$ cat src/rtl/stream_buffer_pkg.sv
// Shared constants and width helpers for the stream_buffer FIFO and its counters.
package stream_buffer_pkg;

    localparam int CNT_MODE_WRAP = 0;
    localparam int CNT_MODE_SAT  = 1;

    function automatic int ptr_width(input int depth);
        return $clog2(depth);
    endfunction

    function automatic int level_width(input int depth);
        return $clog2(depth + 1);
    endfunction

endpackage

$ cat src/rtl/stream_buffer_beat_counter.sv
// Event counter that either wraps at all-ones or holds there, selected by SATURATE.
module beat_counter
    import stream_buffer_pkg::*;
#(
    parameter int W        = 4,
    parameter int SATURATE = CNT_MODE_WRAP
) (
    input  logic         clock,
    input  logic         reset,
    input  logic         inc,
    output logic [W-1:0] value
);

    logic [W-1:0] value_q;
    logic [W-1:0] value_d;

    always_comb begin
        value_d = value_q;
        if (inc && !(SATURATE == CNT_MODE_SAT && value_q == '1)) begin
            value_d = value_q + 1'b1;
        end
    end

    always_ff @(posedge clock or posedge reset) begin
        if (reset) begin
            value_q <= '0;
        end else begin
            value_q <= value_d;
        end
    end

    assign value = value_q;

endmodule

$ cat src/rtl/stream_buffer.sv
// First-word-fall-through FIFO with valid/ready on both sides and an accepted-beat counter.
// Define STREAM_BUFFER_DROP_CNT_EN to add a saturating drop_count of refused offers.
module stream_buffer
    import stream_buffer_pkg::*;
#(
    parameter int DATA_W       = 8,
    parameter int DEPTH        = 4,
    parameter int CNT_W        = 4,
    parameter int CNT_SATURATE = CNT_MODE_WRAP
) (
    input  logic                          clock,
    input  logic                          reset,
    input  logic                          enable,
    input  logic [DATA_W-1:0]             data_in,
    output logic                          in_ready,
    output logic [DATA_W-1:0]             data_out,
    output logic                          valid,
    input  logic                          out_ready,
    output logic [CNT_W-1:0]              counter,
    output logic [level_width(DEPTH)-1:0] level
`ifdef STREAM_BUFFER_DROP_CNT_EN
    ,
    output logic [CNT_W-1:0]              drop_count
`endif
);

    localparam int PTR_W = ptr_width(DEPTH);
    localparam int LVL_W = level_width(DEPTH);

    logic [DATA_W-1:0] mem_q [DEPTH];
    logic [PTR_W-1:0]  wr_ptr_q, wr_ptr_d;
    logic [PTR_W-1:0]  rd_ptr_q, rd_ptr_d;
    logic [LVL_W-1:0]  level_q, level_d;
    logic              push;
    logic              pop;

    assign in_ready = (level_q != LVL_W'(DEPTH));
    assign valid    = (level_q != '0);
    assign push     = enable && in_ready;
    assign pop      = valid && out_ready;

    // DEPTH is a power of two, so natural pointer overflow is the mod-DEPTH wrap.
    always_comb begin
        wr_ptr_d = wr_ptr_q;
        rd_ptr_d = rd_ptr_q;
        level_d  = level_q;
        if (push) begin
            wr_ptr_d = wr_ptr_q + 1'b1;
        end
        if (pop) begin
            rd_ptr_d = rd_ptr_q + 1'b1;
        end
        case ({push, pop})
            2'b10:   level_d = level_q + 1'b1;
            2'b01:   level_d = level_q - 1'b1;
            default: level_d = level_q;
        endcase
    end

    always_ff @(posedge clock or posedge reset) begin
        if (reset) begin
            wr_ptr_q <= '0;
            rd_ptr_q <= '0;
            level_q  <= '0;
        end else begin
            wr_ptr_q <= wr_ptr_d;
            rd_ptr_q <= rd_ptr_d;
            level_q  <= level_d;
        end
    end

    // Storage is cleared on reset so data_out is a defined zero while empty.
    always_ff @(posedge clock or posedge reset) begin
        if (reset) begin
            for (int i = 0; i < DEPTH; i++) begin
                mem_q[i] <= '0;
            end
        end else if (push) begin
            mem_q[wr_ptr_q] <= data_in;
        end
    end

    assign data_out = mem_q[rd_ptr_q];
    assign level    = level_q;

    beat_counter #(
        .W        (CNT_W),
        .SATURATE (CNT_SATURATE)
    ) u_accept_cnt (
        .clock (clock),
        .reset (reset),
        .inc   (push),
        .value (counter)
    );

`ifdef STREAM_BUFFER_DROP_CNT_EN
    beat_counter #(
        .W        (CNT_W),
        .SATURATE (CNT_MODE_SAT)
    ) u_drop_cnt (
        .clock (clock),
        .reset (reset),
        .inc   (enable && !in_ready),
        .value (drop_count)
    );
`endif

endmodule

$ cat config.mk
export PLATFORM = sky130hd
export DESIGN_NAME = stream_buffer
export DESIGN_NICKNAME = d
export VERILOG_FILES = /design/src/rtl/stream_buffer_pkg.sv /design/src/rtl/stream_buffer_beat_counter.sv /design/src/rtl/stream_buffer.sv
export SDC_FILE = /design/constraint.sdc
export NUM_CORES = 1
export LEC_CHECK = 0
export CAP_MARGIN = 25
export CORE_MARGIN = 4
export CORE_UTILIZATION = 60
export CTS_BUF_LIST = sky130_fd_sc_hd__clkbuf_2
export CTS_CLUSTER_SIZE = 8
export DETAILED_ROUTE_END_ITERATION = 8
export PLACE_DENSITY = 0.87
export RECOVER_POWER = 100
export SLEW_MARGIN = 10
export SYNTH_ARGS = -nofsm -noshare
export SYNTH_HDL_FRONTEND = slang
export SYNTH_HIERARCHICAL = 1
export SYNTH_SLANG_ARGS = --single-unit
$ cat constraint.sdc
create_clock -name clock -period 3.27 [get_ports clock]
set_clock_uncertainty 0.15 [all_clocks]
set_input_delay 0.4905 -clock clock [delete_from_list [all_inputs] [get_ports clock]]
set_output_delay 0.4905 -clock clock [all_outputs]
set_load 0.05 [all_outputs]
==> impl_metrics.env <==
export IMPL_yosysTopAreaCell="dfrtp_1"
export IMPL_path_cells="mux4_2 > clkdlybuf4s50_1"
export IMPL_rsz0062_at_grt="no"
export IMPL_via_per_inst=5.49
export IMPL_start_util_pct=63.4
export IMPL_start_kind="flip-flop"
export IMPL_coreArea_um2=3100
export IMPL_fin_crit_ns=3.11
export IMPL_critPathKind="flip-flop to output pin"
export IMPL_slowest_delay_ns=0.76
export IMPL_grt_pass1_wl_um=6400
export IMPL_yosysTopAreaCellShare_pct=54.7
export IMPL_wl_per_cell_um=17.9
export IMPL_layout_nets=183
export IMPL_slew_headroom_pct=41.4
export IMPL_synthArstFlopShare_pct=100
export IMPL_maxCapViolCount=0
export IMPL_worst_path_buf_inv=1
export IMPL_root_buffer="clkbuf_2"
export IMPL_die_area_um2=4260
export IMPL_rows=20
export IMPL_grt_max_degree=19
export IMPL_hold_violations=0
export IMPL_synth_area_leaders="dfrtp_1, mux2_2, mux4_2, ha_1, xnor2_1"
export IMPL_yosysSeqAreaShare_pct=54.7
export IMPL_grt_ovfl_total=0
export IMPL_multiInputGateArea_um2=835
export IMPL_r2r_end="level[2]"
export IMPL_fin_setup_tns_ns=0
export IMPL_cts_tree="done"
export IMPL_fin_crit_sh_pct=95.2
export IMPL_yosysMostFrequentCell="dfrtp_1"
export IMPL_final_layout_size_suffix_gt1_share_pct=29.7
export IMPL_syn_avg_cell_area_um2=15.2
export IMPL_cts_setup_buffers=0
export IMPL_clock_path_buffers=2
export IMPL_finalMaxSlewViolations=0
export IMPL_arrival_ns=2.47
export IMPL_first_global_vias=1360
export IMPL_status="finished, final reports clean"
export IMPL_synth_common_cells="dfrtp_1, mux2_2, inv_1"
export IMPL_ys_ff_latch=43
export IMPL_final_core_utilization_pct=75.1
export IMPL_hold_path_class="input port to asynchronous set/reset pin"
export IMPL_drtIter0Drc=32
export IMPL_r2r_slack_ns=0.82
export IMPL_die_h_um=65.3
export IMPL_antennaDiodeCount=0
export IMPL_insertion_delay_ns=0.40
export IMPL_regArea_um2=1080
export IMPL_syn2layout_area_growth_pct=18.4
export IMPL_fin_area_um2=2330
export IMPL_clkTransAtPathRegs_ns=0.20
export IMPL_vias=1148
export IMPL_cts_resized=0
export IMPL_crit_fanout=10
export IMPL_final_antenna_net_count=0
export IMPL_max_freq_ghz=0.321
export IMPL_placed_cell_area_um2=2310
export IMPL_drc_errors=0
export IMPL_worst_pin_slew_ns=0.876
export IMPL_synth_edf_count=0
export IMPL_drt_pass1_iter_count=4
export IMPL_drt_total_wl_um=3750
export IMPL_syn_num_nets=148
export IMPL_critPathCaptureType="output pin"
export IMPL_hold_buffers=0
export IMPL_reg2reg_from="level[0]"
export IMPL_ios=29
export IMPL_worstPathRequired_ns=2.63
export IMPL_synthFlopType="dfrtp_1"
export IMPL_gp_congestion=0.698
export IMPL_critical_path_slowest_cell="dfrtp_1"
export IMPL_syn_inst=129
export IMPL_critPathTopFamily="flip-flops"
export IMPL_h_tree_depth=2
export IMPL_ys_types=19
export IMPL_numCtsBuffers=5
export IMPL_syn_cell_area_um2=1970
export IMPL_nFillCells=233
export IMPL_setup_viol=0
export IMPL_io_buffers=28
export IMPL_reg2reg_depth=9
export IMPL_die_w_um=65.3
export IMPL_dpl_hpwl_um=2780
export IMPL_clkSinkCount=43
export IMPL_antenna_found_initial=0
export IMPL_ys_warn_count=6
export IMPL_grt_usage_pct=20.5
[metrics by stage]
step / hold slack, ns / setup WS, ns / std cells
after floorplan: 0.107 / 0.783 / 129
after global placement: 0.310 / 0.617 / 201
after detailed placement: 0.317 / 0.577 / 201
after CTS: 0.126 / 0.113 / 209
after global routing: 0.255 / 0.00990 / 209
final: 0.270 / 0.158 / 209
[placed cells by master (no fill, tap or decap), drive strengths merged]
cell type / count
clkinv: 1
dlygate4sd3: 12
mux4: 8
or3: 1
nor2b: 1
o31a: 1
nor3b: 1
fa: 1
mux2: 34
nand2: 6
clkbuf: 8
ha: 6
clkdlybuf4s50: 16
clkinvlp: 1
nand4: 1
nor2: 5
xnor2: 5
xor2: 4
mux2i: 1
inv: 9
dfrtp: 43
[cell families (layout without fill, tap and decap cells)]
group,Yosys count,in the layout,synth area share [%]
muxes,43,43,29.1
DFF,43,43,54.7
and+or+nand+nor,15,15,4.64
buffers and inverters,11,47,2.23
xor gates and xnor gates,9,9,4.01
adders and majority gates,7,7,4.83
AOI/OAI and AO/OA,1,1,0.445
[area by class of cell]
type	count	share of cell area, %
well taps	44	2.36
clock buffers	6	1.29
clock inverters	2	0.537
multi-input cells	75	35.8
flip-flops and latches	43	46.2
inverters	9	1.45
repair buffers	30	12.4
[worst max path at each step]
stage	slack (ns)	start	to	cells after the start
floorplan	0.78	level[2]	level[2]	9
CTS	0.11	rd_ptr_q[0]	data_out[1]	2
finish	0.16	rd_ptr_q[0]	data_out[1]	2
global placement	0.62	rd_ptr_q[0]	data_out[5]	2
global route	0.01	rd_ptr_q[0]	data_out[1]	2
detailed placement	0.58	enable	level[2]	9
[routing by layer]
| layer | GRT usage (%) | part of all wire, % |
|---|---|---|
| met1 | 22.9 | 39 |
| met2 | 37.7 | 55 |
| met3 | 5.13 | 4.3 |
| met4 | 6.74 | 1.3 |
| met5 | 0 | 0 |
[flip-flops by register name, summed over array words and instances, names as in the netlist]
signal,cells
rd_ptr_q,2
level,3
mem_q,32
wr_ptr_q,2
u_accept_cnt/value,4
Power is not shown: default switching activity piles up to over one toggle a cycle in this logic, so the estimate is an artifact.
